--- config.mk ---
export PLATFORM = sky130hd
export DESIGN_NAME = calc_port_responder_flat
export DESIGN_NICKNAME = d
export VERILOG_FILES = /design/src/rtl/calc_pkg.sv /design/src/rtl/calc_port_responder_if.sv /design/src/rtl/calc_alu.sv /design/src/rtl/calc_port_responder.sv /design/src/flat_wrapper.sv
export SDC_FILE = /design/constraint.sdc
export NUM_CORES = 1
export LEC_CHECK = 0
export CORE_MARGIN = 2
export CORE_UTILIZATION = 56
export CTS_CLUSTER_SIZE = 40
export DETAILED_ROUTE_END_ITERATION = 16
export PLACE_DENSITY_LB_ADDON = 0.1
export SYNTH_ARGS = -nofsm -noshare
export SYNTH_HDL_FRONTEND = slang
export SYNTH_HIERARCHICAL = 1
export SYNTH_SLANG_ARGS = --single-unit
--- constraint.sdc ---
create_clock -name c_clk -period 4.9 [get_ports c_clk]
set_input_delay 1.47 -clock c_clk [delete_from_list [all_inputs] [get_ports c_clk]]
set_output_delay 1.47 -clock c_clk [all_outputs]
set_load 0.02 [all_outputs]
--- src/rtl/calc_pkg.sv ---
// Shared constants and types for the calculator port protocol.
// Bus vectors are declared [0:N-1], so bit 0 is the MSB.
package calc_pkg;

    localparam int unsigned CALC_DATA_W = 32;
    localparam int unsigned CMD_W       = 4;
    localparam int unsigned RESP_W      = 2;
    localparam int unsigned CNT_W       = 4;

    localparam logic [0:CMD_W-1] CMD_NOP = 4'd0;
    localparam logic [0:CMD_W-1] CMD_ADD = 4'd1;
    localparam logic [0:CMD_W-1] CMD_SUB = 4'd2;
    localparam logic [0:CMD_W-1] CMD_SHL = 4'd5;
    localparam logic [0:CMD_W-1] CMD_SHR = 4'd6;

    localparam logic [0:RESP_W-1] RESP_NONE = 2'd0;
    localparam logic [0:RESP_W-1] RESP_OK   = 2'd1;
    localparam logic [0:RESP_W-1] RESP_ERR  = 2'd2;
    localparam logic [0:RESP_W-1] RESP_RSVD = 2'd3;

    typedef enum logic [1:0] {
        ST_IDLE     = 2'd0,
        ST_OPND2    = 2'd1,
        ST_WAIT     = 2'd2,
        ST_RESP_OUT = 2'd3
    } state_e;

endpackage

--- src/rtl/calc_port_responder_if.sv ---
// Request/response signal bundle for one calculator port.
interface calc_port_responder_if
    import calc_pkg::*;
#(
    parameter int unsigned DATA_W = CALC_DATA_W
);
    logic [0:CMD_W-1]  req_cmd_in;
    logic [0:DATA_W-1] req_data_in;
    logic [0:RESP_W-1] out_resp;
    logic [0:DATA_W-1] out_data;
    logic              busy;
    logic              protocol_err;

    modport slave (
        input  req_cmd_in, req_data_in,
        output out_resp, out_data, busy, protocol_err
    );

    modport master (
        output req_cmd_in, req_data_in,
        input  out_resp, out_data, busy, protocol_err
    );
endinterface

--- src/rtl/calc_alu.sv ---
// Combinational execute stage: unsigned add/sub with range checks, logical shifts.
module calc_alu
    import calc_pkg::*;
#(
    parameter int unsigned DATA_W = CALC_DATA_W
) (
    input  logic [0:CMD_W-1]  cmd,
    input  logic [0:DATA_W-1] op1,
    input  logic [0:DATA_W-1] op2,
    output logic [0:RESP_W-1] resp,
    output logic [0:DATA_W-1] result
);

    logic [0:DATA_W] sum;
    logic [4:0]      shamt;

    assign sum   = {1'b0, op1} + {1'b0, op2};
    assign shamt = op2[DATA_W-5:DATA_W-1];

    // Anything not explicitly handled (including out-of-range results) reports an error with zero data.
    always_comb begin
        resp   = RESP_ERR;
        result = '0;
        case (cmd)
            CMD_ADD: begin
                if (!sum[0]) begin
                    resp   = RESP_OK;
                    result = sum[1:DATA_W];
                end
            end
            CMD_SUB: begin
                if (op2 <= op1) begin
                    resp   = RESP_OK;
                    result = op1 - op2;
                end
            end
            CMD_SHL: begin
                resp   = RESP_OK;
                result = op1 << shamt;
            end
            CMD_SHR: begin
                resp   = RESP_OK;
                result = op1 >> shamt;
            end
            default: begin
                resp   = RESP_ERR;
                result = '0;
            end
        endcase
    end

endmodule

--- src/rtl/calc_port_responder.sv ---
// Single-port calculator responder: two-cycle request capture, programmable
// wait, one-cycle registered response.
module calc_port_responder
    import calc_pkg::*;
#(
    parameter int unsigned RESP_DELAY = 1,
    parameter int unsigned DATA_W     = CALC_DATA_W
) (
    input  logic                  c_clk,
    input  logic                  reset_n,
    calc_port_responder_if.slave  bus
);

    state_e            state_q, state_d;
    logic [0:CMD_W-1]  cmd_q, cmd_d;
    logic [0:DATA_W-1] op1_q, op1_d;
    logic [0:DATA_W-1] op2_q, op2_d;
    logic [CNT_W-1:0]  cnt_q, cnt_d;
    logic [0:RESP_W-1] out_resp_q, out_resp_d;
    logic [0:DATA_W-1] out_data_q, out_data_d;
    logic              busy_q, busy_d;
    logic              perr_q, perr_d;

    logic [0:DATA_W-1] alu_op2;
    logic [0:RESP_W-1] alu_resp;
    logic [0:DATA_W-1] alu_result;

    // In OPND2 the operand is still on the bus; this lets a zero delay respond on the capture edge.
    assign alu_op2 = (state_q == ST_OPND2) ? bus.req_data_in : op2_q;

    calc_alu #(.DATA_W(DATA_W)) u_alu (
        .cmd    (cmd_q),
        .op1    (op1_q),
        .op2    (alu_op2),
        .resp   (alu_resp),
        .result (alu_result)
    );

    always_comb begin
        state_d    = state_q;
        cmd_d      = cmd_q;
        op1_d      = op1_q;
        op2_d      = op2_q;
        cnt_d      = cnt_q;
        out_resp_d = RESP_NONE;
        out_data_d = '0;
        perr_d     = perr_q;

        if ((state_q == ST_OPND2 || state_q == ST_WAIT) && bus.req_cmd_in != CMD_NOP) begin
            perr_d = 1'b1;
        end

        case (state_q)
            ST_IDLE: begin
                if (bus.req_cmd_in != CMD_NOP) begin
                    cmd_d   = bus.req_cmd_in;
                    op1_d   = bus.req_data_in;
                    state_d = ST_OPND2;
                end
            end
            ST_OPND2: begin
                op2_d = bus.req_data_in;
                if (RESP_DELAY == 0) begin
                    out_resp_d = alu_resp;
                    out_data_d = alu_result;
                    state_d    = ST_IDLE;
                end else begin
                    cnt_d   = CNT_W'(RESP_DELAY);
                    state_d = ST_WAIT;
                end
            end
            ST_WAIT: begin
                if (cnt_q <= CNT_W'(1)) begin
                    cnt_d      = '0;
                    out_resp_d = alu_resp;
                    out_data_d = alu_result;
                    state_d    = ST_IDLE;
                end else begin
                    cnt_d = cnt_q - CNT_W'(1);
                end
            end
            ST_RESP_OUT: state_d = ST_IDLE;
            default:     state_d = ST_IDLE;
        endcase

        busy_d = (state_d != ST_IDLE);
    end

    always_ff @(posedge c_clk or negedge reset_n) begin
        if (!reset_n) begin
            state_q    <= ST_IDLE;
            cmd_q      <= CMD_NOP;
            op1_q      <= '0;
            op2_q      <= '0;
            cnt_q      <= '0;
            out_resp_q <= RESP_NONE;
            out_data_q <= '0;
            busy_q     <= 1'b0;
            perr_q     <= 1'b0;
        end else begin
            state_q    <= state_d;
            cmd_q      <= cmd_d;
            op1_q      <= op1_d;
            op2_q      <= op2_d;
            cnt_q      <= cnt_d;
            out_resp_q <= out_resp_d;
            out_data_q <= out_data_d;
            busy_q     <= busy_d;
            perr_q     <= perr_d;
        end
    end

    assign bus.out_resp     = out_resp_q;
    assign bus.out_data     = out_data_q;
    assign bus.busy         = busy_q;
    assign bus.protocol_err = perr_q;

endmodule

--- src/flat_wrapper.sv ---
// flat-port wrapper written by rule: the top's interface ports become plain ports
module calc_port_responder_flat import calc_pkg::*;
#(
    parameter int unsigned RESP_DELAY = 1,
    parameter int unsigned DATA_W     = CALC_DATA_W
)
  (c_clk, reset_n, bus_req_cmd_in, bus_req_data_in, bus_out_resp, bus_out_data, bus_busy, bus_protocol_err);
  calc_port_responder_if #(.DATA_W(DATA_W)) bus_i ();
  input  logic c_clk;
  input  logic reset_n;
  input wire logic [$bits(bus_i.req_cmd_in)-1:0] bus_req_cmd_in;
  input wire logic [$bits(bus_i.req_data_in)-1:0] bus_req_data_in;
  output wire logic [$bits(bus_i.out_resp)-1:0] bus_out_resp;
  output wire logic [$bits(bus_i.out_data)-1:0] bus_out_data;
  output wire logic [$bits(bus_i.busy)-1:0] bus_busy;
  output wire logic [$bits(bus_i.protocol_err)-1:0] bus_protocol_err;
  assign bus_i.req_cmd_in = bus_req_cmd_in;
  assign bus_i.req_data_in = bus_req_data_in;
  assign bus_out_resp = bus_i.out_resp;
  assign bus_out_data = bus_i.out_data;
  assign bus_busy = bus_i.busy;
  assign bus_protocol_err = bus_i.protocol_err;
  calc_port_responder #(.RESP_DELAY(RESP_DELAY), .DATA_W(DATA_W)) u_core (.c_clk(c_clk), .reset_n(reset_n), .bus(bus_i));
endmodule
Word level (Yosys, flattened, before mapping)

Cells that the tools add are included.

Flip-flop bits (word level): 110
Bits in latches: 0
Memory bits (writable): 0
ROM bits: 0
Input port bits: 38
Memories: 0

Add/subtract/negate cells: 3
Multipliers: 0
Div/mod/pow operators: 0
Magnitude comparators: 2
Equality and inequality tests: 7
Shifts and indexed selects: 2
Mux-type cells: 16
Bitwise logic cells: 0
Reductions and logical operators: 8

Operator list:

| operator              | number |
|---|---|
| $mux W32              | 5 |
| $pmux W32 S4          | 1 |
| $add A32 B32 Y33      | 1 |
| $le A32 B32 Y1        | 1 |
| $shl A32 B5 Y32       | 1 |
| $shr A32 B5 Y32       | 1 |
| $sub A32 B32 Y32      | 1 |
| $mux W2               | 6 |
| $eq A4 B3 Y1 const B  | 2 |
| $pmux W2 S4           | 1 |
| $pmux W4 S2           | 1 |
| $pmux W2 S3           | 1 |
| $eq A2 B2 Y1 const B  | 2 |
| $eq A4 B1 Y1 const B  | 1 |
| $eq A4 B2 Y1 const B  | 1 |
| $le A4 B1 Y1 const B  | 1 |
| $mux W4               | 1 |
| $reduce_bool A2 Y1    | 2 |
| $reduce_bool A4 Y1    | 1 |
| $sub A4 B1 Y4 const B | 1 |
| $eq A2 B1 Y1 const B  | 1 |
| $logic_not A2 Y1      | 1 |
| $reduce_and A2 Y1     | 1 |
| $reduce_or A2 Y1      | 1 |
| 2 further kinds       | 2 |

Longest topological paths before layout

Gate-level depths: netlist of the first run.

Depth after elaboration: 7
Gate-level depth with buffers: 23

Modules after synthesis

The synthesis of the first run kept the hierarchy.

Modules (own cells, without submodules):

| module              | instances | cells each | area an instance (µm²) | seq. area each (µm²) |
|---|---|---|---|---|
| calc_alu            | 1         | 1049       | 7085.5                 | 0.0 |
| calc_port_responder | 1         | 264        | 4185.3                 | 2752.6 |

Least setup slack after synthesis of the first run

OpenSTA, ideal clock, no wires.

Path type: input port to flip-flop
Start point: input port bus_req_data_in[2]
End point: register u_core.out_data_q (netlist bit u_core/bus.out_data[2])
Arrival time: 5.157 ns
Data required time: 4.781 ns
Setup slack: -0.376 ns
Cell stages on the path: 18
Path buffers: 5
Path through: mux2_2 -> clkbuf_1 -> inv_2 -> buf_1 -> buf_2 -> ha_1 -> buf_6 -> o21ba_1 -> or4_4 -> nand2_2 -> nand2_2 -> a21boi_2 -> o21a_2 -> a21oi_2 -> buf_6 -> a221o_1 -> a211o_1 -> and2_1

Cells in the longest elaborated chain, start to end: 6

RTL lines:

| what                                           | line                           | text |
|---|---|---|
| from (decl)                                    | flat_wrapper.sv:12             | `input wire logic [$bits(bus_i.req_data_in)-1:0] bus_req_data_in;` |
| $mux W32 *                                     | -                              |  |
| $sub A32 B32 Y32, or another cell as far along | calc_alu.sv:34                 | `result = op1 - op2;` |
| $mux W32, on equally long branches             | calc_alu.sv:32, calc_alu.sv:26 |  |
| $pmux W32 S4 *                                 | calc_alu.sv:24                 | `case (cmd)` |
| named net u_core.alu_result (one bit)          | calc_port_responder.sv:26      | `logic [0:DATA_W-1] alu_result;` |
| $mux W32 *                                     | calc_port_responder.sv:73      | `if (cnt_q <= CNT_W'(1)) begin` |
| $mux W32 *                                     | calc_port_responder.sv:53      | `case (state_q)` |
| named net u_core.out_data_d (one bit)          | calc_port_responder.sv:20      | `logic [0:DATA_W-1] out_data_q, out_data_d;` |
| to (signal assigned)                           | calc_port_responder.sv:107     | `out_data_q <= out_data_d;` |
| to (decl)                                      | calc_port_responder.sv:20      |  |

Mark *: on every way through the listed nets, which the timed path passes. The rest lies on a longest branch.
A chain may end at the register's enable or synchronous reset.

Worst setup path in the final report of the first run

Start point: input port bus_req_data_in[0]
End point: register u_core.out_data_q (netlist bit u_core/bus.out_data[8])

Cells in the longest elaborated chain, start to end: 6

RTL lines:

| what                                           | line                           | text |
|---|---|---|
| $mux W32 *                                     | -                              |  |
| named net u_core.alu_op2 (one bit)             | calc_port_responder.sv:24      | `logic [0:DATA_W-1] alu_op2;` |
| $sub A32 B32 Y32, or another cell as far along | calc_alu.sv:34                 |  |
| $mux W32, on equally long branches             | calc_alu.sv:32, calc_alu.sv:26 |  |
| $pmux W32 S4 *                                 | calc_alu.sv:24                 |  |
| named net u_core.alu_result (one bit)          | calc_port_responder.sv:26      |  |
| $mux W32 *                                     | calc_port_responder.sv:73      |  |
| $mux W32 *                                     | calc_port_responder.sv:53      |  |
| named net u_core.out_data_d (one bit)          | calc_port_responder.sv:20      |  |

Marks and branches as above.

==> metrics.md, run 1 <==
| Metric | Value |
|---|---|
| WHS Endpoint | u_core/bus.protocol_err |
| Area Growth Syn to Fin | 23.01% |
| Distinct cells, synth | 85 |
| Fraction of registers with async set or reset after synthesis | 100.0% |
| Die ar. | 0.02128 mm^2 |
| Core area | 0.01959 mm^2 |
| Io pins | 74 |
| Slowest CP cell | clkdlybuf4s50_1 |
| Filler Cells Inserted | 1594 |
| Via density | 6.548 |
| Tmin final | 4810 ps |
| Num CTS Buffers | 9 |
| ANT nets after route | 0 |
| First-pass GRT wire length | 63350 um |
| Clk_lat worst skew | 370 ps |
| Iter 0 DRT Violations | 1441 |
| DIE HEIGHT | 145.9 um |
| Clock Path Buffers | 2 |
| Max capacitance violation total | 0 |
| Worst-path clk slew | 80 ps |
| Post-Syn Area per Cell | 8.584 um^2 |
| CTS sink cnt | 110 |
| Hold violation count in the final report | 0 |
| Final GP Congestion | 1.050 |
| Yosys warns | 6 |
| Final Setup Violations | 0 |
| Starting Density | 57.53% |
| Crit path arrival time | 5120 ps |
| Synthesized cell area | 0.01127 mm^2 |
| PortBufs | 73 |
| Die X | 145.9 um |
| Fin crit share | 98.16% |
| Worst flop-to-flop path startpoint | u_core/state_q[1] |
| Met3 Usage GRT | 8.276% |
| Hold_sp | u_core/bus.protocol_err |
| Net Count, Synth | 1424 |
| Outcome | complete, no violations |
| Max Clock Skew | 14.63 ps |
| Root buf cell | clkbuf_16 |
| Register area | 0.002753 mm^2 |
| Detailed-route DRC error count | 0 |
| Peak Freq | 207.9 MHz |
| FF-to-FF End | u_core/bus.out_data[15] |
| Reg-to-reg slack, setup | 460 ps |
| R2R depth | 18 |
| GRT met2 Usage | 58.18% |
| CP Cell Sequence | clkdlybuf4s50_1 -> mux2_4 -> ha_1 -> fa_1 -> nand3b_1 -> a21oi_2 -> o31ai_1 -> a31oi_1 -> buf_4 -> o2111ai_1 -> buf_4 -> nor2_2 -> buf_12 -> buf_12 -> nand2_1 -> o211a_1 -> o21ai_1 -> and2_1 |
| Largest net degree at the start of global routing | 87 |
| Placed Area | 0.01349 mm^2 |
| CP Capture Type | register |
| Rel. slew slack | 47.85% |
| Share of the yosys chip area belonging to registers | 24.42% |
| HPWL after DPL | 31250 um |
| GR Layer Usage met1 | 52.80% |
| CTS Hold Bufs | 0 |
| Global route overflow | 0 |
| Mapped Cells | 1313 |
| Routed Wire Length | 40870 um |
| Layout cell share with drive strength beyond 1 | 24.04% |
| Crit Path Max Fanout | 18 |
| WHS Path Cells | 1 |
| Min-Delay Path Class | register to register |
| Setup crit start kind | input pin |
| Number of global-route vias before repair | 11250 |
| Via count | 11680 |
| GRT Util Overall | 37.75% |
| Nets | 1624 |
| CTS H-Tree Depth | 3 |
| Initial antenna violation count | 1 |
| Final Cell Area | 0.01386 mm^2 |
| Mean routed wirelength per cell | 22.91 um |
| Worst Path Required | 5210 ps |
| Critical path class | input pin to register |
| FF+latch count, synth | 110 |
| Max-slew violation count | 0 |
| Post-synth top flop | dfrtp_1 |
| Busiest layer in global routing | met2 |
| CTS tree | built |
| CP max stage delay | 420 ps |
| 1st-pass router iterations | 7 |
| Footprint of the multi-input gates | 0.007752 mm^2 |
| Worst Tran Pin Value | 782.3 ps |
| EDFF count, synth | 0 |
| Min Hold Slack | 462.1 ps |
| Core Rows | 51 |
## final cells by class
cell class	count	share of cell area (%)
antenna	1	0.01805
clock buffer	9	1.624
clock inverter	7	0.6407
inverter	82	2.238
multi-input combinational	1028	55.92
sequential	110	19.85
tap	265	2.391
timing repair buffer	282	17.32
## cells by family after synthesis
kind of cell / share of synthesized area [%]
AOI/OAI and AO/OA: 27.01
adders and majority gates: 8.237
buffers and inverters: 7.282
DFF: 24.42
muxes: 17.61
and+or+nand+nor: 15.44
## metrics by stage
stage	cells	util, %	setup WS (ps)	setup TNS (ps)
2_1_floorplan	1313	-	0.3357	0
3_3_place_gp	1765	68.85	-225.6	-3435
3_5_place_dp	1765	68.85	-272.7	-5655
4_1_cts	1781	70.45	117.4	0
5_1_grt	1783	70.76	-28.66	-71.02
6_report	1784	70.77	89.97	0
## synthesized netlist by cell type (19+ instances only)
| cell type | n | share of area [%] |
|---|---|---|
| nor2_1 | 126 | 4.2 |
| dfrtp_1 | 110 | 24 |
| a21oi_1 | 100 | 4.4 |
| mux2i_1 | 85 | 7.5 |
| inv_1 | 79 | 2.6 |
| o21ai_0 | 77 | 3.4 |
| ha_1 | 71 | 7.9 |
| nand2_1 | 58 | 1.9 |
| mux2_2 | 52 | 5.2 |
| buf_2 | 41 | 1.8 |
| and2_1 | 39 | 2.2 |
| clkbuf_1 | 33 | 1.1 |
| nand2b_1 | 28 | 1.6 |
| o22ai_1 | 25 | 1.4 |
| a221oi_1 | 23 | 1.8 |
| nor3_1 | 22 | 0.98 |
| mux2_4 | 20 | 2.7 |
| a21o_1 | 19 | 1.3 |
| o21ai_1 | 19 | 0.84 |
## layer usage
metal,part of all wire (%),up-vias
met2,45,679
met3,11,106
met1,42,5630
li1,-,5267
met5,0,-
met4,2.9,0
## registers in the layout (all words and copies together), names as in the netlist
signal                   count
u_core/cmd_q                 4
u_core/state_q               2
u_core/op2_q                32
u_core/bus.busy              1
u_core/bus.out_resp          2
u_core/bus.out_data         32
u_core/cnt_q                 4
u_core/bus.protocol_err      1
u_core/op1_q                32
## cell usage in the layout, fill, tap and decap left out, drive strengths merged, types with 39 or more instances in the layout
| master | n |
|---|---|
| ha | 71 |
| inv | 85 |
| mux2 | 72 |
| o21ai | 96 |
| nor2 | 126 |
| buf | 210 |
| dfrtp | 110 |
| nand2 | 61 |
| a21oi | 104 |
| clkdlybuf4s50 | 72 |
| and2 | 39 |
| mux2i | 85 |
## critical path: cells and delay by family
| kind | cells | cell delay, ps |
|---|---|---|
| buf+inv | 5 | 1040 |
| simple gates | 4 | 610 |
| fa+ha+maj | 2 | 630 |
| compound gates | 6 | 1050 |
| mux | 1 | 290 |
## worst max path at each step
| stage | start | slack, ps | cells past startpoint | endpoint |
|---|---|---|---|---|
| floorplan | bus_req_data_in[2] | 0.3 | 18 | u_core/bus.out_data[2] |
| global placement | bus_req_data_in[0] | -230 | 16 | u_core/bus.out_data[11] |
| detailed placement | bus_req_data_in[0] | -270 | 16 | u_core/bus.out_data[11] |
| CTS | bus_req_data_in[0] | 120 | 16 | u_core/bus.out_data[11] |
| global route | bus_req_data_in[0] | -30 | 18 | u_core/bus.out_data[8] |
| finish | bus_req_data_in[0] | 90 | 18 | u_core/bus.out_data[8] |
## repair_timing
item | in CTS | in global routing
gates resized for setup | 0 | 8
buffers inserted | 0 | 2
setup endpoints to repair | 0 | 23
Power of run 1 is left out: the tool's default activity adds up to more than one toggle a clock period on the data nets, which glitch-free logic cannot reach.
==> inputs of run 2 (changes only) <==
--- a/config.mk
+++ b/config.mk
@@ -9,7 +9,7 @@
 export CORE_UTILIZATION = 56
 export CTS_CLUSTER_SIZE = 40
 export DETAILED_ROUTE_END_ITERATION = 16
-export PLACE_DENSITY_LB_ADDON = 0.1
+export PLACE_DENSITY = 0.79
 export SYNTH_ARGS = -nofsm -noshare
 export SYNTH_HDL_FRONTEND = slang
 export SYNTH_HIERARCHICAL = 1
==> metrics.md, run 2 (synthesized netlist as in run 1, its figures left out) <==
| Metric | Value |
|---|---|
| Die X | 145.9 um (unchanged) |
| Clk_lat worst skew | 370 ps (about the same) |
| Global route overflow | 0 (unchanged) |
| Via density | 6.526 (-0.34%) |
| ANT nets after route | 0 (unchanged) |
| RSZ-0062 raised after global routing | no |
| Fin crit share | 99.47% (+1.3 points) |
| CTS tree | built |
| Crit path arrival time | 5130 ps (about the same) |
| Die ar. | 0.02128 mm^2 (unchanged) |
| GR Layer Usage met1 | 54.64% (+1.8 points) |
| Num CTS Buffers | 9 (unchanged) |
| Layout cell share with drive strength beyond 1 | 24.48% (+0.43 points) |
| Setup crit start kind | input pin |
| Iter 0 DRT Violations | 1537 (+6.7%) |
| Max capacitance violation total | 0 (unchanged) |
| Rel. slew slack | 47.51% (-0.33 points) |
| Core Rows | 51 (unchanged) |
| Number of global-route vias before repair | 11250 (+0.0089%) |
| Detailed-route DRC error count | 0 (unchanged) |
| Crit Path Max Fanout | 4 (-14) |
| CTS Hold Bufs | 0 (unchanged) |
| PortBufs | 73 (unchanged) |
| Mean routed wirelength per cell | 22.85 um (-0.26%) |
| Max Clock Skew | 16.44 ps (+1.816 ps) |
| Worst Tran Pin Value | 787.3 ps (+4.957 ps) |
| Final core occ | 70.79% (about the same) |
| Peak Freq | 205.2 MHz (-1.3%) |
| Met3 Usage GRT | 8.934% (+0.66 points) |
| Busiest layer in global routing | met2 |
| HPWL after DPL | 32000 um (+2.4%) |
| Tmin final | 4874 ps (+64.22 ps) |
| CTS sink cnt | 110 (unchanged) |
| Critical path class | input pin to register |
| Largest net degree at the start of global routing | 87 (unchanged) |
| Clock Path Buffers | 2 (unchanged) |
| Final GP Congestion | 1.006 (-4.2%) |
| Worst Path Required | 5160 ps (-50 ps) |
| Starting Density | 57.53% (unchanged) |
| Min-Delay Path Class | register to register |
| Final Setup Violations | 0 (unchanged) |
| 1st-pass router iterations | 7 (unchanged) |
| Root buf cell | clkbuf_16 |
| Hold violation count in the final report | 0 (unchanged) |
| First-pass GRT wire length | 63460 um (+0.18%) |
| Nets | 1634 (+0.62%) |
| N_diodes | 0 (-1) |
| Most frequent cells in the layout | 216 x buf_4, 125 x nor2_1, 110 x dfrtp_1, 99 x a21oi_1, 85 x mux2i_1 |
| Outcome | complete, no violations |
| GRT Util Overall | 37.80% (+0.048 points) |
| Max-slew violation count | 0 (unchanged) |
| Area Growth Syn to Fin | 23.03% (about the same) |
| GRT met2 Usage | 56.18% (-2.0 points) |
| CP Capture Type | register |
| Worst-path clk slew | 80 ps (about the same) |
| Routed Wire Length | 40970 um (+0.24%) |
| CTS H-Tree Depth | 3 (unchanged) |
| DIE HEIGHT | 145.9 um (unchanged) |
| Filler Cells Inserted | 1584 (-0.63%) |
| Core area | 0.01959 mm^2 (unchanged) |
| Initial antenna violation count | 1 (unchanged) |
| Io pins | 74 (unchanged) |
| Commonest non-fill, non-tap cell in the layout | buf_4 |
| Via count | 11700 (+0.16%) |
## run 2: cell count changes in the layout (fill, tap and decap cells not counted), sizes merged
cell / delta
buf: +10
clkinv: -1
diode: -1
inv: +1
## run 2: critical path, stage by stage
cell and delay, ps:
clkdlybuf4s50_1 420, mux2_2 290, buf_4 150, ha_1 200, fa_2 360, nand3b_1 250, a21oi_2 250, o41ai_2 120
a21oi_2 270, a41o_4 270, a21oi_1 90, buf_4 160, a221oi_1 240, o21bai_1 280, o211ai_1 140, and2_1 160
## run 2: timing repair
item | CTS | global route
resized for setup | 0 | 9
endpoints found under the setup margin | 0 | 19
setup buffers | 0 | 1
hold endpoints to repair | 0 | 0
## run 2: worst paths after layout
path                            slack (ps)  cells after the start                       to                    start
max in group asynchronous             2870                      2          u_core/op1_q[2]                  reset_n
worst max-delay path                    30                     16   u_core/bus.out_data[7]       bus_req_data_in[0]
min in group asynchronous             1180                      1         u_core/op2_q[23]                  reset_n
worst min-delay path                   470                      1  u_core/bus.protocol_err  u_core/bus.protocol_err
worst min register to register         470                      1  u_core/bus.protocol_err  u_core/bus.protocol_err
worst max register to register         510                     16   u_core/bus.out_data[2]        u_core/state_q[1]
## run 2: stage by stage
stage | setup WS (ps) | instance area, um^2 | hold WS, ps | TNS, ps | cells
2_1_floorplan | 0.3357 | 11300 | 486.3 | 0 | 1313
3_3_place_gp | -269.7 | 13500 | 441.5 | -5192 | 1776
3_5_place_dp | -369.6 | 13500 | 450.2 | -8120 | 1776
4_1_cts | 17.92 | 13810 | 468.0 | 0 | 1792
5_1_grt | 1.085 | 13870 | 492.1 | 0 | 1793
6_report | 25.76 | 13870 | 465.3 | 0 | 1793
## run 2: routing by layer
metal | part of all wire [%] | vias to the layer above
met5 | 0 | -
met4 | 2.7 | 0
met3 | 11 | 101
met2 | 43 | 706
met1 | 43 | 5608
li1 | - | 5286
## run 2: layout make-up
type | count | area [um^2] | share of cell area [%]
clock inverter | 7 | 86.33 | 0.6226
timing repair buffer | 292 | 2414 | 17.41
tap | 265 | 331.6 | 2.391
multi-input combinational | 1028 | 7747 | 55.87
sequential | 110 | 2753 | 19.85
clock buffer | 9 | 225.2 | 1.624
inverter | 82 | 310.3 | 2.238
Power of run 2 is left out for the same reason.
==> inputs of run 3 (changes only) <==
--- a/config.mk
+++ b/config.mk
@@ -6,10 +6,10 @@
 export NUM_CORES = 1
 export LEC_CHECK = 0
 export CORE_MARGIN = 2
-export CORE_UTILIZATION = 56
+export CORE_UTILIZATION = 52
 export CTS_CLUSTER_SIZE = 40
 export DETAILED_ROUTE_END_ITERATION = 16
-export PLACE_DENSITY = 0.79
+export PLACE_DENSITY = 0.72
 export SYNTH_ARGS = -nofsm -noshare
 export SYNTH_HDL_FRONTEND = slang
 export SYNTH_HIERARCHICAL = 1
==> constraint.sdc (replaced) <==
create_clock -name c_clk -period 5.9 [get_ports c_clk]
set_input_delay 0.885 -clock c_clk [delete_from_list [all_inputs] [get_ports c_clk]]
set_output_delay 0.885 -clock c_clk [all_outputs]
set_load 0.02 [all_outputs]
==> metrics.md, run 3 (synthesized netlist as in run 1, its figures left out) <==
| Metric | Value |
|---|---|
| Outcome | complete, no violations |
| Number of global-route vias before repair | 9896 (-12%) |
| Post-CTS Setup Inserts | 0 (unchanged) |
| Global route overflow | 0 (unchanged) |
| Max Clock Skew | 12.37 ps (-4.076 ps) |
| Crit Path Max Fanout | 18 (+14) |
| Worst flop-to-flop path startpoint | u_core/state_q[1] |
| Slowest CP cell | o41ai_2 |
| Area Growth Syn to Fin | 9.203% |
| Detailed-route DRC error count | 0 (unchanged) |
| DIE HEIGHT | 151.2 um (+3.7%) |
| CP Capture Type | register |
| Die ar. | 0.02287 mm^2 (+7.5%) |
| Register area | 0.002753 mm^2 (unchanged) |
| Core Rows | 53 (+3.9%) |
| Crit path arrival time | 5350 ps (+220 ps) |
| Initial antenna violation count | 2 (+1) |
| ANT nets after route | 0 (unchanged) |
| Min-Delay Path Class | register to register |
| Setup TNS | 0 ps (unchanged) |
| Reg-to-reg slack, setup | 800 ps (+290 ps) |
| CTS tree | built |
| Peak Freq | 196.2 MHz |
| Crit path from | u_core/state_q[1] |
| Nets | 1439 (-12%) |
| RSZ-0062 raised after global routing | no |
| Iter 0 DRT Violations | 1309 (-15%) |
| Final Setup Violations | 0 (unchanged) |
| Mean routed wirelength per cell | 23.79 um (+4.1%) |
| GRT Util Overall | 33.30% (-4.5 points) |
| Worst setup margin | 803.3 ps (+777.5 ps) |
| Via density | 6.689 (+2.5%) |
| HPWL after DPL | 29190 um (-8.8%) |
| CP endpoint | u_core/bus.out_data[2] |
| Worst-path clk slew | 80 ps (about the same) |
| Fin crit share | 86.38% |
| Setup crit start kind | register |
| Worst Tran Pin Value | 1232 ps (+445.2 ps) |
| Most frequent cells in the layout | 125 x nor2_1, 110 x dfrtp_1, 100 x a21oi_1, 85 x mux2i_1, 79 x inv_1 |
| Footprint of the multi-input gates | 0.007709 mm^2 (-0.50%) |
| Io pins | 74 (unchanged) |
| CP max stage delay | 630 ps (+210 ps) |
| Hold violation count in the final report | 0 (unchanged) |
| Via count | 10760 (-8.0%) |
| Place WS | 870.1 ps (+1240 ps) |
| Clock Path Buffers | 2 (unchanged) |
| First-pass GRT wire length | 58090 um (-8.5%) |
| Root buf cell | clkbuf_16 |
| Clk_lat worst skew | 360 ps (about the same) |
| Num CTS Buffers | 9 (unchanged) |
| Max-slew violation count | 0 (unchanged) |
| CP Cell Sequence | inv_1 -> ha_1 -> buf_4 -> mux2_2 -> inv_2 -> buf_4 -> ha_1 -> inv_1 -> a21oi_1 -> o41ai_2 -> a21o_1 -> a211o_1 -> o211ai_1 -> o21ai_0 -> o221ai_1 -> a211o_1 -> and2_1 |
| Die X | 151.2 um (+3.7%) |
| Largest net degree at the start of global routing | 87 (unchanged) |
| Core area | 0.02115 mm^2 (+8.0%) |
| R2R depth | 17 (+1) |
| CTS sink cnt | 110 (unchanged) |
| Commonest non-fill, non-tap cell in the layout | nor2_1 |
| Final GP Congestion | 0.9982 (-0.78%) |
| 1st-pass router iterations | 8 (+1) |
| PortBufs | 73 (unchanged) |
| Layout cell share with drive strength beyond 1 | 12.90% (-12 points) |
| Tmin final | 5097 ps |
| Routed Wire Length | 38270 um (-6.6%) |
| Post-CTS Resized | 0 (unchanged) |
| CTS H-Tree Depth | 3 (unchanged) |
| FF-to-FF End | u_core/bus.out_data[2] |
| CTS Hold Bufs | 0 (unchanged) |
| Critical path class | register to register |
| Starting Density | 53.28% (-4.3 points) |
| Worst Path Required | 6160 ps (+1000 ps) |
| Max capacitance violation total | 0 (unchanged) |
| Rel. slew slack | 17.53% (-30 points) |
| Filler Cells Inserted | 1948 (+23%) |
==> run 3: changes by cell type in the layout (fill, tap and decap cells not counted), sizes merged <==
cell    delta
diode      +1
clkinv     -1
clkbuf     +2
bufinv     -1
buf      -195
==> run 3: per-stage QoR <==
stage | hold WS [ps] | cells | cell area [um^2] | utilization [%]
after detailed placement | 453.9 | 1592 | 12020 | 56.83
after global placement | 451.1 | 1592 | 12020 | 56.83
after floorplan | 486.3 | 1313 | 11270 | -
after CTS | 471.3 | 1608 | 12310 | 58.17
after global routing | 479.2 | 1608 | 12310 | 58.17
final | 471.0 | 1609 | 12310 | 58.18
==> run 3: metal layers <==
metal / global-route usage, % / part of all wire, %
met1: 49.69 / 46
met3: 6.657 / 9.4
met2: 48.96 / 43
met5: 0 / 0.034
met4: 8.458 / 2.3
==> run 3: how the worst min path moves through the flow <==
| stage | start | endpoint | slack, ps | depth (start not counted) |
|---|---|---|---|---|
| 6_report | u_core/bus.protocol_err | u_core/bus.protocol_err | 470 | 1 |
| 4_1_cts | u_core/bus.protocol_err | u_core/bus.protocol_err | 470 | 1 |
| 3_3_place_gp | u_core/bus.protocol_err | u_core/bus.protocol_err | 450 | 1 |
| 5_1_grt | u_core/bus.protocol_err | u_core/bus.protocol_err | 480 | 1 |
| 2_1_floorplan | u_core/op2_q[28] | u_core/op2_q[28] | 490 | 1 |
| 3_5_place_dp | u_core/bus.protocol_err | u_core/bus.protocol_err | 450 | 1 |
==> run 3: final cells by class <==
class                           count  area share, %
Antenna cell                        1        0.02033
Clock buffer                       11          1.891
Clock inverter                      5         0.4168
Inverter                           82          2.501
Multi-Input combinational cell   1028          62.63
Sequential cell                   110          22.36
Tap cell                          275          2.796
Timing Repair Buffer               97          7.380
==> run 3: critical path: cells and delay by family, from the launching register on <==
family / cells / cell delay [ps]
flops: 1 / 400
compound gates: 8 / 2390
mux: 1 / 450
simple gates: 1 / 160
buf+inv: 5 / 840
fa+ha+maj: 2 / 720
Power of run 3 is left out for the same reason.
==> RTL change, RTL diff (flow settings as in run 2) <==
`op2_q` no longer has a reset.
--- a/src/rtl/calc_port_responder.sv
+++ b/src/rtl/calc_port_responder.sv
@@ -92,5 +92,4 @@
             cmd_q      <= CMD_NOP;
             op1_q      <= '0;
-            op2_q      <= '0;
             cnt_q      <= '0;
             out_resp_q <= RESP_NONE;
@@ -102,5 +101,4 @@
             cmd_q      <= cmd_d;
             op1_q      <= op1_d;
-            op2_q      <= op2_d;
             cnt_q      <= cnt_d;
             out_resp_q <= out_resp_d;
@@ -109,4 +107,8 @@
             perr_q     <= perr_d;
         end
+    end
+
+    always_ff @(posedge c_clk) begin
+        op2_q <= op2_d;
     end
 
Formal check against the unedited RTL: no difference found for any inputs over 4 cycles, from zero or initial values and one cycle with reset_n low; that may be too few to reach the edited logic, so the function may still have changed.
==> RTL change against run 2 <==
  * Sequential cell count unchanged
  * Worst setup slack improved by 0.055 ns
  * Final area decreased by 4.0%
  * Area after synthesis decreased by 1.4%
  * Critical path type unchanged
  * Clock skew decreased by 0.0050 ns
  * Routed wire length decreased by 3.5%
  * Via count decreased by 3.4%
  * Die area decreased by 1.4%
  * Critical endpoint is now u_core/bus.out_data[1]
Power is not shown: default switching activity piles up to over one toggle a cycle in this logic, so the estimate is an artifact.
==> RTL change: results <==
[routing]
firstDrtPassIters = 6
topRoutingLayerUsed = "met5"
viasPerCell = 6.51
wl_met3_mm = 3.98
met2_length_mm = 16.9
routed_wl_mm = 39.5
drt-initial-drc-count = 1423
met1_length_mm = 17.4

[yosys]
synthMuxAreaShare_pct = 17.9
synthArstFlopShare_pct = 70.9
ys_top_cells_by_area = "dfrtp_1 18%, ha_1 8.0%, mux2i_1 7.7%, dfxtp_1 5.8%, mux2_2 5.3%"
synth_area_per_cell_um2 = 8.46
synth_fa_ha_area_share_pct = 8.36
synth_compound_area_share_pct = 27.4
yosysUniqueCellTypes = 86
synthTopCellsByCount = "126 x nor2_1, 100 x a21oi_1, 85 x mux2i_1, 79 x inv_1, 78 x dfrtp_1"
yosysSeqAreaShare_pct = 23.3

[grt]
grt_use_met3_pct = 8.95
grtUsageTotal_pct = 37.9
grt_pass1_vias = 10700
grt_pass1_wl_mm = 60.3
grt_max_degree = 79
antenna_found_initial = 2
met2_usage_pct = 56.4
met1_usage_pct = 54.5

[setup_path]
crit_family = "compound AO/OA/AOI/OAI gates"
crit_fanout = 7
slowest_stage = "clkdlybuf4s50_1"
crit_arrival_ns = 5.08

[cells_and_area]
layout-drive-gt1-share_pct = 21.5
layout.nets = 1577
fin_cells = 1736

[timing]
worst_slew_pin_slew_ns = 1.08
fin_skew_ns = 0.0114

[place]
dp_hpwl_mm = 30.5
gp_congestion = 1.05
pre_cts_slack_ns = -0.337

[clocking]
clkLatencyLatePin_ns = 0.37
cts_root_buf = "clkbuf_16"
cts_buffer_depth = 2

[outcome]
status = "complete, no violations"
RTL change: metrics by stage:
step / TNS (ns) / cell area (µm²) / utilization (%) / hold WS (ns)
floorplan: 0 / 11100 / - / 0.465
global placement: -5.51 / 13000 / 66.6 / 0.444
detailed placement: -7.05 / 13000 / 66.6 / 0.449
CTS: 0 / 13300 / 68.2 / 0.469
global route: -0.0351 / 13300 / 68.4 / 0.483
finish: 0 / 13300 / 68.4 / 0.465
RTL change: worst reg2reg max path, stage by stage (launching register included):
cell and delay [ns]:
dfrtp_1 0.41, inv_1 0.15, ha_1 0.19, buf_4 0.38, mux2_2 0.45, inv_1 0.06, ha_1 0.33, nand4_1 0.24
a21oi_2 0.09, buf_4 0.15, o41ai_2 0.36, a21oi_2 0.14, a41o_4 0.33, buf_4 0.14, a41oi_1 0.31, o21ai_0 0.17
a21oi_1 0.25, o21ai_0 0.14, and2_1 0.16
RTL change: final timing paths:
kind                                         startpoint  cells after the start                      end  slack (ns)
worst max-delay path                 bus_req_data_in[4]                     16   u_core/bus.out_data[1]        0.08
worst min-delay path            u_core/bus.protocol_err                      1  u_core/bus.protocol_err        0.46
worst max register to register        u_core/state_q[1]                     18   u_core/bus.out_data[1]        0.36
worst min register to register  u_core/bus.protocol_err                      1  u_core/bus.protocol_err        0.46
max in group asynchronous                       reset_n                      1   u_core/bus.out_data[7]        2.90
min in group asynchronous                       reset_n                      1         u_core/op1_q[23]        1.29
RTL change: layout make-up:
type | instances | area (µm²)
multi-input cells | 1028 | 7740
fillers | 1598 | 6150
flip-flops and latches | 110 | 2590
repair buffers | 235 | 2030
well taps | 265 | 332
inverters | 82 | 310
clock buffers | 9 | 225
clock inverters | 7 | 86.3
